File: src/rtl/iter_int_mul_param.sv
// Iterative shift-and-add integer multiplier, unsigned or two's-complement.
// One multiplier bit per CALC cycle, finishing as soon as the remaining multiplier bits are zero.
module iter_int_mul_param #(
    parameter int A_W = 8,
    parameter int B_W = 32,
    localparam int P_W = A_W + B_W
) (
    input  logic           clk,
    input  logic           reset,
    input  logic           req_val,
    output logic           req_rdy,
    input  logic [A_W-1:0] req_a,
    input  logic [B_W-1:0] req_b,
    input  logic           req_signed,
    output logic           resp_val,
    input  logic           resp_rdy,
    output logic [P_W-1:0] resp_p,
    output logic           busy
);

    // state | meaning
    // IDLE  | waiting for a request; operands captured on accept
    // CALC  | one shift-and-add step per cycle on the operand magnitudes
    // DONE  | product held on resp_p until the consumer accepts it
    typedef enum logic [1:0] {
        IDLE = 2'd0,
        CALC = 2'd1,
        DONE = 2'd2
    } state_t;

    state_t state, state_next;

    logic [A_W-1:0] a_reg;
    logic [P_W-1:0] b_ext;
    logic [P_W-1:0] acc;
    logic           neg;

    logic [A_W-1:0] a_mag;
    logic [B_W-1:0] b_mag;
    logic [P_W-1:0] acc_sum;
    logic [A_W-1:0] a_shift;
    logic           calc_last;

    // Magnitudes stay unsigned, so -2^(W-1) maps to 2^(W-1) without overflow.
    always_comb begin
        a_mag     = (req_signed && req_a[A_W-1]) ? (~req_a + A_W'(1)) : req_a;
        b_mag     = (req_signed && req_b[B_W-1]) ? (~req_b + B_W'(1)) : req_b;
        acc_sum   = a_reg[0] ? (acc + b_ext) : acc;
        a_shift   = a_reg >> 1;
        calc_last = (a_shift == '0);
    end

    always_ff @(posedge clk or posedge reset) begin
        if (reset) begin
            state <= IDLE;
        end else begin
            state <= state_next;
        end
    end

    always_comb begin
        state_next = state;
        req_rdy    = 1'b0;
        resp_val   = 1'b0;
        busy       = 1'b0;
        case (state)
            IDLE: begin
                req_rdy = 1'b1;
                if (req_val) begin
                    state_next = CALC;
                end
            end
            CALC: begin
                busy = 1'b1;
                if (calc_last) begin
                    state_next = DONE;
                end
            end
            DONE: begin
                busy     = 1'b1;
                resp_val = 1'b1;
                if (resp_rdy) begin
                    state_next = IDLE;
                end
            end
            default: begin
                state_next = IDLE;
            end
        endcase
    end

    always_ff @(posedge clk or posedge reset) begin
        if (reset) begin
            a_reg  <= '0;
            b_ext  <= '0;
            acc    <= '0;
            neg    <= 1'b0;
            resp_p <= '0;
        end else begin
            case (state)
                IDLE: begin
                    if (req_val) begin
                        a_reg <= a_mag;
                        b_ext <= {{A_W{1'b0}}, b_mag};
                        acc   <= '0;
                        neg   <= req_signed & (req_a[A_W-1] ^ req_b[B_W-1]);
                    end
                end
                CALC: begin
                    acc   <= acc_sum;
                    a_reg <= a_shift;
                    b_ext <= b_ext << 1;
                    // Negating a zero accumulator yields zero, so a zero product never comes out negative.
                    if (calc_last) begin
                        resp_p <= neg ? (~acc_sum + P_W'(1)) : acc_sum;
                    end
                end
                default: begin
                end
            endcase
        end
    end

endmodule
File: config.mk
export PLATFORM = sky130hd
export DESIGN_NAME = iter_int_mul_param
export DESIGN_NICKNAME = d
export VERILOG_FILES = /design/src/rtl/iter_int_mul_param.sv
export SDC_FILE = /design/constraint.sdc
export NUM_CORES = 1
export LEC_CHECK = 0
export CAP_MARGIN = 20
export CORE_ASPECT_RATIO = 0.7
export CORE_MARGIN = 2
export CORE_UTILIZATION = 40
export DETAILED_ROUTE_END_ITERATION = 12
export PLACE_DENSITY = 0.65
export REMOVE_ABC_BUFFERS = 1
export SETUP_SLACK_MARGIN = 0.5
export SLEW_MARGIN = 10
export SYNTH_ARGS = -nofsm -noshare
export SYNTH_HDL_FRONTEND = slang
export SYNTH_SLANG_ARGS = --single-unit
File: constraint.sdc
create_clock -name clk -period 4.2 [get_ports clk]
set_clock_uncertainty 0.2 [all_clocks]
set_input_delay 0.42 -clock clk [delete_from_list [all_inputs] [get_ports clk]]
set_output_delay 0.42 -clock clk [all_outputs]
set_load 0.03 [all_outputs]
==> results.ini, run 1 <==
[routing]
drt_iter0_markers=834
via_per_inst=5.668
wl_per_cell_um=17.36
wl_um=29630
ant_nets=0
dr.pass1.iters=6
vias=9675
drc=0

[status]
outcome=finished, violations left
violations=setup timing

[worst_setup_path]
crit_required_ns=4.31
critPathMaxFanout=3
reg2regPathDepth=16
cp-end-kind=register
start_kind=register
worstPathArrival_ns=4.33
path_class=reg2reg

[cells_and_area]
n_antenna_cell=0
fin_nets=1467
biggestRegsByFlops=acc: 40 flops, b_ext: 40 flops, resp_p: 40 flops
syn2layout_area_growth_pct=27.31
fill_cells=2279
design_area_mm2=0.01252
drive_gt1_frac=0.1397
final_util=0.5242

[clock_network]
cts-htree-levels=4
cts_hold_buf=0
clkSinkCount=131
path_clk_slew_ns=0.06
insertion_delay_ns=0.43
cts_root_buf=clkbuf_16
cts.path.max_buffers=2
cts_buffers=17
cts_tree=built

[synth]
ys.flop_type=dfrtp_1
synth_top_area_cell=dfrtp_1
synth_commonest_cells=nand2_1, o21ai_0, dfrtp_1
synth_top_area_frac=0.3335
synth.distinct_cells=70
syn_area_mm2=0.009831
synth_most_common_cell=nand2_1
async_flop_share=1.000
synthTopCellsByArea=dfrtp_1, o21ai_0, nand2_1, a21oi_1, ha_1
yosys_warnings=0
syn_avg_cell_area_um2=7.947
synthCells=1237
synth-seq-cells=131
synth_edf_count=0
ys_seq_area_frac=0.3335

[floorplanning]
die_x_um=191.4
die_height_um=135.2
core-area_mm2=0.02388
num_rows=47
ios=88
start_util=0.4117
die_area_mm2=0.02587

[pwr]
comb_power_share=0.624
leakagePower_uw=0.005271
power_density_mw_per_mm2=812.1
p_seq_frac=0.217
total_power_uw=10160
ir_drop_mv=0.5328
swShare=0.4752
intPower_uw=5334
clockPowerShare=0.159
p_sw_uw=4830

[sta]
fmax_mhz=236.6
worst_slack_ns=-0.02723
slew_headroom=0.4230
setup_viol=7
rsz0062_at_grt=true
worstMarginPinSlew_ns=0.8655
hold_viol_final=0
fin_crit_ns=4.227
post-route-period-util=1.006
slew_viol_final=0

[place]
place_area_mm2=0.01157
hpwl_um=22220
place.gp.congestion=0.9254
port-buffer-count=87

[job]
maxCapViolCount=0

[grt]
overflow=0
grt_max_degree=125
grt_pass1_vias=8731
grt_usage=0.2330
grt_pass1_wl_um=47490
antenna_found_initial=0

[hold_path]
worstHoldPathType=in2async

==> metal layers <==
| layer | track usage | vias to the layer above | part of all wire |
|---|---|---|---|
| li1 | - | 4777 | - |
| met1 | 0.3805 | 4537 | 0.52 |
| met2 | 0.3037 | 344 | 0.38 |
| met3 | 0.05232 | 17 | 0.090 |
| met4 | 0.04744 | 0 | 0.0070 |
| met5 | 0 | - | 0 |
==> final timing paths <==
kind                            from          to  slack, ns
hold / removal                 reset  resp_p[37]       0.20
setup / recovery           b_ext[10]  resp_p[29]      -0.03
max in group asynchronous      reset      acc[2]       2.80
min in group clk           resp_p[7]   resp_p[7]       0.28
hold reg to reg            resp_p[7]   resp_p[7]       0.28
setup reg to reg           b_ext[10]  resp_p[29]      -0.03
==> cells by family after synthesis <==
| family | after synthesis | share of synthesized area |
|---|---|---|
| xor gates and xnor gates | 82 | 0.07306 |
| adders and majority gates | 46 | 0.05931 |
| muxes | 19 | 0.01973 |
| AOI/OAI and AO/OA | 433 | 0.2670 |
| DFF | 131 | 0.3335 |
| buffers and inverters | 93 | 0.03551 |
| and+or+nand+nor | 433 | 0.2119 |
==> through the flow <==
stage | hold slack, ns | setup TNS, ns | instances | setup WS, ns
global placement | 0.2596 | -0.2350 | 1664 | -0.03572
CTS | 0.2224 | 0 | 1701 | 0.04971
floorplan | 0.2626 | -197.34 | 1169 | -2.316
global route | 0.2557 | -1.984 | 1707 | -0.1716
finish | 0.2042 | -0.09702 | 1707 | -0.02723
detailed placement | 0.2682 | -1.917 | 1664 | -0.1852
==> worst max-delay path: stages, from the launching register on <==
cell,delay [ns]
dfrtp_1,0.42
ha_4,0.30
nand4_1,0.20
o221ai_2,0.23
a21oi_2,0.07
buf_4,0.15
o2111a_1,0.24
a221o_1,0.30
or4_1,0.41
or4b_4,0.53
nor4_4,0.22
buf_4,0.18
buf_4,0.12
nand2_2,0.07
o31ai_4,0.21
xor2_1,0.20
o21ai_1,0.07
==> cell usage in the layout (no fill, tap or decap), types with 8 or more instances in the layout <==
cell type          n
o21ai_1           18
o21ai_0          150
a21o_1            12
nand3_1           17
nor2_1            73
clkbuf_16         17
o21a_1             8
buf_4             97
dfrtp_1          128
o31ai_1           13
or3_1             15
nand2_1          195
xor2_1            36
and2_1             9
a31oi_1           10
clkdlybuf4s50_1   87
a21oi_1          117
nor3_1            21
xnor2_1           45
ha_1              36
a211oi_1           9
nor2b_1           12
o211ai_1           8
a22o_1            18
nand4_1           22
nor4_1             9
nand2b_1          12
o21ai_2            8
inv_1             24
mux2i_1           15
==> power groups by stage <==
stage          clock [uW]  sequential, uW  combinational [uW]
4_1_cts              1650            2190                6100
3_5_place_dp            0            2190                5970
5_1_grt              1700            2270                6920
3_3_place_gp            0            2170                5890
6_report             1620            2210                6340
2_1_floorplan           0            2450                3560
==> cell type report <==
| type | count | area [um^2] | area share |
|---|---|---|---|
| repair buffers | 188 | 1662 | 0.1328 |
| multi-input cells | 1013 | 6441 | 0.5146 |
| inverters | 25 | 96.34 | 0.007698 |
| clock inverters | 12 | 180.2 | 0.01440 |
| clock buffers | 20 | 456.7 | 0.03649 |
| well taps | 318 | 397.9 | 0.03179 |
| flip-flops and latches | 131 | 3282 | 0.2622 |
==> what timing repair did <==
item,CTS,global route
setup endpoints to repair,26,27
setup buffers,5,6
pin swaps,12,19
resized for setup,23,26
No activity file was read; power rests on OpenSTA's default activity.
==> run 2, diff against run 1 <==
CORE_MARGIN = default   (was 2)
==> run 2 against run 1 <==
Against the previous run: the run now ends clean; global-route usage grew 0.97 points; count of clock-buffer cells in the layout grew 2; register-to-register slack improved by 0.05 ns; core utilization up 0.34 points; first-iteration DRC count is 0.24% higher; maximum frequency is 1.2% higher.
==> results.ini, run 2 (synthesis results as in run 1) <==
[status]
outcome=complete, no violations  ; was finished, violations left

[grt]
grt_pass1_vias=8874  ; was 8731
overflow=0  ; unchanged
grt_max_degree=80  ; was 125
antenna_found_initial=0  ; unchanged
grt_usage=0.2427  ; was 0.2330
grt_pass1_wl_um=48430  ; was 47490 um

[cells_and_area]
fin_nets=1482  ; was 1467
design_area_mm2=0.01260  ; was 0.01252 mm^2
drive_gt1_frac=0.1483  ; was 0.1397
fill_cells=2267  ; was 2279
multiInputGateArea_mm2=0.006434  ; was 0.006441 mm^2
n_antenna_cell=0  ; unchanged
biggestRegsByFlops=acc: 40 flops, b_ext: 40 flops, resp_p: 40 flops  ; unchanged
syn2layout_area_growth_pct=28.14  ; was 27.31%
layout_common_cells=nand2_1, o21ai_0, dfrtp_1, a21oi_1, buf_4  ; unchanged
regArea_mm2=0.003279  ; was 0.003282 mm^2
final_common_cell=nand2_1  ; unchanged

[clock_network]
cts-htree-levels=4  ; unchanged
cts_tree=built  ; unchanged
cts_root_buf=clkbuf_16  ; unchanged
clkSinkCount=131  ; unchanged
cts_buffers=17  ; unchanged
insertion_delay_ns=0.43  ; about the same
cts.path.max_buffers=2  ; unchanged
path_clk_slew_ns=0.06  ; about the same
cts_hold_buf=0  ; unchanged

[worst_setup_path]
reg2regPathDepth=14  ; was 16
path_class=reg2reg  ; unchanged
start_kind=register  ; unchanged
worst-r2r-setup-slack_ns=0.02  ; was -0.03 ns
cp-end-kind=register  ; unchanged
worstPathArrival_ns=4.26  ; was 4.33 ns
reg2reg_to=resp_p[33]  ; was resp_p[29]
crit_required_ns=4.28  ; was 4.31 ns
critPathMaxFanout=6  ; was 3
r2r_start=b_ext[1]  ; was b_ext[10]

[sta]
rsz0062_at_grt=true  ; unchanged
hold_viol_final=0  ; unchanged
setup_viol=0  ; was 7
post-route-period-util=0.9948  ; was 1.006
final.setup.tns_ns=0  ; was -0.09702 ns
worstMarginPinSlew_ns=0.7024  ; was 0.8655 ns
slew_headroom=0.5317  ; was 0.4230
slew_viol_final=0  ; unchanged
timing.hold.ws_ns=0.2437  ; was 0.2042 ns
fin_crit_ns=4.178  ; was 4.227 ns
fmax_mhz=239.4  ; was 236.6 MHz

[job]
maxCapViolCount=0  ; unchanged

[routing]
drt_iter0_markers=836  ; was 834
wl_um=29370  ; was 29630 um
vias=9673  ; was 9675
wl_per_cell_um=17.07  ; was 17.36 um
drc=0  ; unchanged
via_per_inst=5.621  ; was 5.668
dr.pass1.iters=6  ; unchanged
ant_nets=0  ; unchanged

[pwr]
comb_power_share=0.636  ; was 0.624
power_density_mw_per_mm2=802.3  ; was 812.1 mW/mm^2
p_seq_frac=0.216  ; was 0.217
leakagePower_uw=0.005362  ; was 0.005271 uW
ir_drop_mv=0.4390  ; was 0.5328 mV
clockPowerShare=0.148  ; was 0.159
swShare=0.4768  ; was 0.4752
intPower_uw=5288  ; was 5334 uW
p_sw_uw=4819  ; was 4830 uW

[place]
port-buffer-count=87  ; unchanged
hpwl_um=22260  ; was 22220 um
place.gp.congestion=0.9232  ; was 0.9254
place_area_mm2=0.01165  ; was 0.01157 mm^2

[floorplanning]
num_rows=47  ; unchanged
start_util=0.4117  ; unchanged
die_height_um=133.2  ; was 135.2 um
ios=88  ; unchanged
core-area_mm2=0.02388  ; unchanged
die_x_um=189.4  ; was 191.4 um
die_area_mm2=0.02522  ; was 0.02587 mm^2

[hold_path]
worstHoldPathType=in2async  ; unchanged

[run 2: worst max path at each step]
| stage | startpoint | to | slack (ns) |
|---|---|---|---|
| after floorplan | state[1] | a_reg[0] | -2.32 |
| after global placement | b_ext[0] | resp_p[32] | -0.06 |
| after detailed placement | b_ext[0] | resp_p[32] | -0.13 |
| after CTS | b_ext[0] | resp_p[33] | 0.1 |
| after global routing | b_ext[0] | resp_p[36] | -0.14 |
| final | b_ext[1] | resp_p[33] | 0.02 |
[run 2: layout make-up]
| cell class | count | area share |
|---|---|---|
| repair buffers | 203 | 0.1430 |
| well taps | 318 | 0.03159 |
| flip-flops and latches | 131 | 0.2603 |
| multi-input cells | 1013 | 0.5107 |
| clock buffers | 22 | 0.03844 |
| clock inverters | 9 | 0.008244 |
| inverters | 25 | 0.007648 |
[run 2: metrics by stage]
step                      utilization  cells  total power [uW]  worst slack (ns)
final                          0.5276   1721             10110           0.02201
after floorplan                     -   1169              6009            -2.316
after CTS                      0.5204   1718              9859           0.09656
after global placement         0.4879   1675              8114          -0.06242
after global routing           0.5276   1721             10880           -0.1370
after detailed placement       0.4879   1675              8203           -0.1293
[run 2: critical path, stage by stage, from the launching register on]
cell	delay, ns
dfrtp_1	0.43
ha_1	0.30
a21o_1	0.15
nand4_2	0.14
a211oi_4	0.33
o21ai_2	0.11
o2111a_1	0.27
or4_1	0.52
or4b_4	0.58
nor4_4	0.22
buf_4	0.19
nand4_4	0.16
o31ai_4	0.22
xnor2_1	0.14
o21ai_1	0.07
[run 2: repair_timing]
action,in CTS,in global routing
pin swaps,20,16
setup endpoints to repair,25,27
buffers inserted,12,2
gates resized for setup,23,30
[run 2: layer usage]
metal / wire length, um / vias up / GRT usage
li1: - / 4810 / -
met1: 15970 / 4526 / 0.3893
met2: 10850 / 316 / 0.3128
met3: 2253 / 21 / 0.06349
met4: 303 / 0 / 0.05645
met5: 0 / - / 0
[run 2: power groups by stage]
stage	clock network (uW)	logic [uW]	registers [uW]
6_report	1500	6430	2180
5_1_grt	1580	7050	2250
4_1_cts	1520	6130	2210
3_5_place_dp	0	5990	2210
3_3_place_gp	0	5920	2190
2_1_floorplan	0	3560	2450
==> RTL change, RTL diff (config.mk and constraints of run 1) <==
Reset style: synchronous (`reset`), changed in 2 clocked blocks.
--- a/src/rtl/iter_int_mul_param.sv
+++ b/src/rtl/iter_int_mul_param.sv
@@ -51,5 +51,5 @@
     end
 
-    always_ff @(posedge clk or posedge reset) begin
+    always_ff @(posedge clk) begin
         if (reset) begin
             state <= IDLE;
@@ -90,5 +90,5 @@
     end
 
-    always_ff @(posedge clk or posedge reset) begin
+    always_ff @(posedge clk) begin
         if (reset) begin
             a_reg  <= '0;
Function: differs if reset is asserted again (counterexample within 4 cycles, from zero or initial values and one cycle with reset high); with reset held inactive, the same outputs for 4 cycles.
==> RTL change against run 1 <==
Setup slack better by 0.19 ns; synthesized cell count up 12%; design area up 4.6%; synthesized area up 3.2%; non-clock buffer count up 5; the flow finishes with violations (design-rule violations); wire length up 14%; sequential cell count unchanged; die area up 3.1%; sequential share of layout area down 6.1 points; utilization up 0.38 points.
Power is not compared: it rests on default switching activity, and its combinational part moved more than twofold at a synthesized area within 25%.
==> RTL change: results <==
group,metric,value,unit
run_status,status,"finished, violations left",
run_status,violations,"design-rule violations",
placed_design,post_dp_cell_area,0.0117,sq mm
critical_path,cpPeakStageDelay,0.55,ns
critical_path,reg2reg_slack,0.17,ns
routing,drc,4,
hold_path,hold_class,"flop to flop",
logic_synthesis,ys_dominant_reg_cell,"dfxtp_1",
logic_synthesis,ys_async_sr_fraction,0,%
logic_synthesis,synthTopCellsByArea,"dfxtp_1 26%, nand2_1 7.9%, a21oi_1 6.9%, ha_1 5.6%, nor2_1 5.2%",
global_routing,grt_util_met1,39.2,%
critical_path,worstReg2RegStart,"acc[9]",
critical_path,arrival,4.11,ns
logic_synthesis,ys_top_cells_by_count,"213 x nand2_1, 140 x nor2_1, 139 x a21oi_1, 131 x dfxtp_1, 78 x o21ai_0",
global_routing,grt_pass1_vias,9666,
routing,firstDrtPassIters,12,
placed_design,dp_slack,0.00696,ns
routing,first_iter_violations,1301,
logic_synthesis,synthesis.instances,1384,
layout,drive_above_1_share,18.2,%
placed_design,place.gp.congestion,0.960,
global_routing,grt_pass1_wl,52600,um
placed_design,dp.cells,1794,
global_routing,grt_max_degree,72,
sta,period_needed,4.03,ns
placed_design,hpwl,24700,um
sta,slew-limit-headroom,46.5,%
logic_synthesis,synth-seq-area-share,25.9,%
routing,wl_per_cell,18.3,um
routing,viasPerCell,5.90,
logic_synthesis,synth_cell_types,92,
routing,finalWirelength,33700,um
layout,fillers,2373,
-- RTL change: changes by cell type in the layout (fill, tap and decap cells not counted), sizes merged, moves of 16 or more --
cell          run 1  this run
dfrtp           131         0
dfxtp             0       131
o21ai           176        94
nor2             74       140
a22oi             0        43
a21oi           122       142
nor3             23        41
nand3            19        36
a22o             18         2
nand2           197       213
-- RTL change: timing repair --
action / CTS / global route
hold endpoints to repair: 0 / 0
endpoints found under the setup margin: 20 / 28
buffers inserted: 8 / 10
gates resized for setup: 63 / 68
pin swaps: 33 / 35
-- RTL change: area by class of cell --
cell class | count | area (sq um) | share of cell area (%)
Clock inverter | 11 | 128 | 0.974
Timing Repair Buffer | 193 | 1740 | 13.2
Clock buffer | 21 | 460 | 3.52
Sequential cell | 131 | 2630 | 20.1
Multi-Input combinational cell | 1133 | 7620 | 58.2
Inverter | 30 | 113 | 0.860
Tap cell | 325 | 407 | 3.10
-- RTL change: worst min path at each step --
| stage | end | start | slack [ns] | cells after the start |
|---|---|---|---|---|
| 2_1_floorplan | a_reg[5] | a_reg[5] | 0.24 | 2 |
| 3_3_place_gp | resp_p[16] | resp_p[16] | 0.24 | 2 |
| 3_5_place_dp | resp_p[17] | resp_p[17] | 0.25 | 2 |
| 4_1_cts | resp_p[12] | resp_p[12] | 0.25 | 2 |
| 5_1_grt | resp_p[8] | resp_p[8] | 0.27 | 2 |
| 6_report | resp_p[12] | resp_p[12] | 0.25 | 2 |
-- RTL change: per-layer routing --
metal  wire length (um)  up-vias
li1                   -     5337
met1              17400     5083
met2              12800      445
met3               3340       14
met4                204        0
met5                  0        -
-- RTL change: cells by family after synthesis --
logic type	synth area share, %
fa+ha+maj	5.75
flops	25.9
buf+inv	5.19
xor+xnor	5.79
simple gates	24.8
mux	1.84
compound gates	30.8
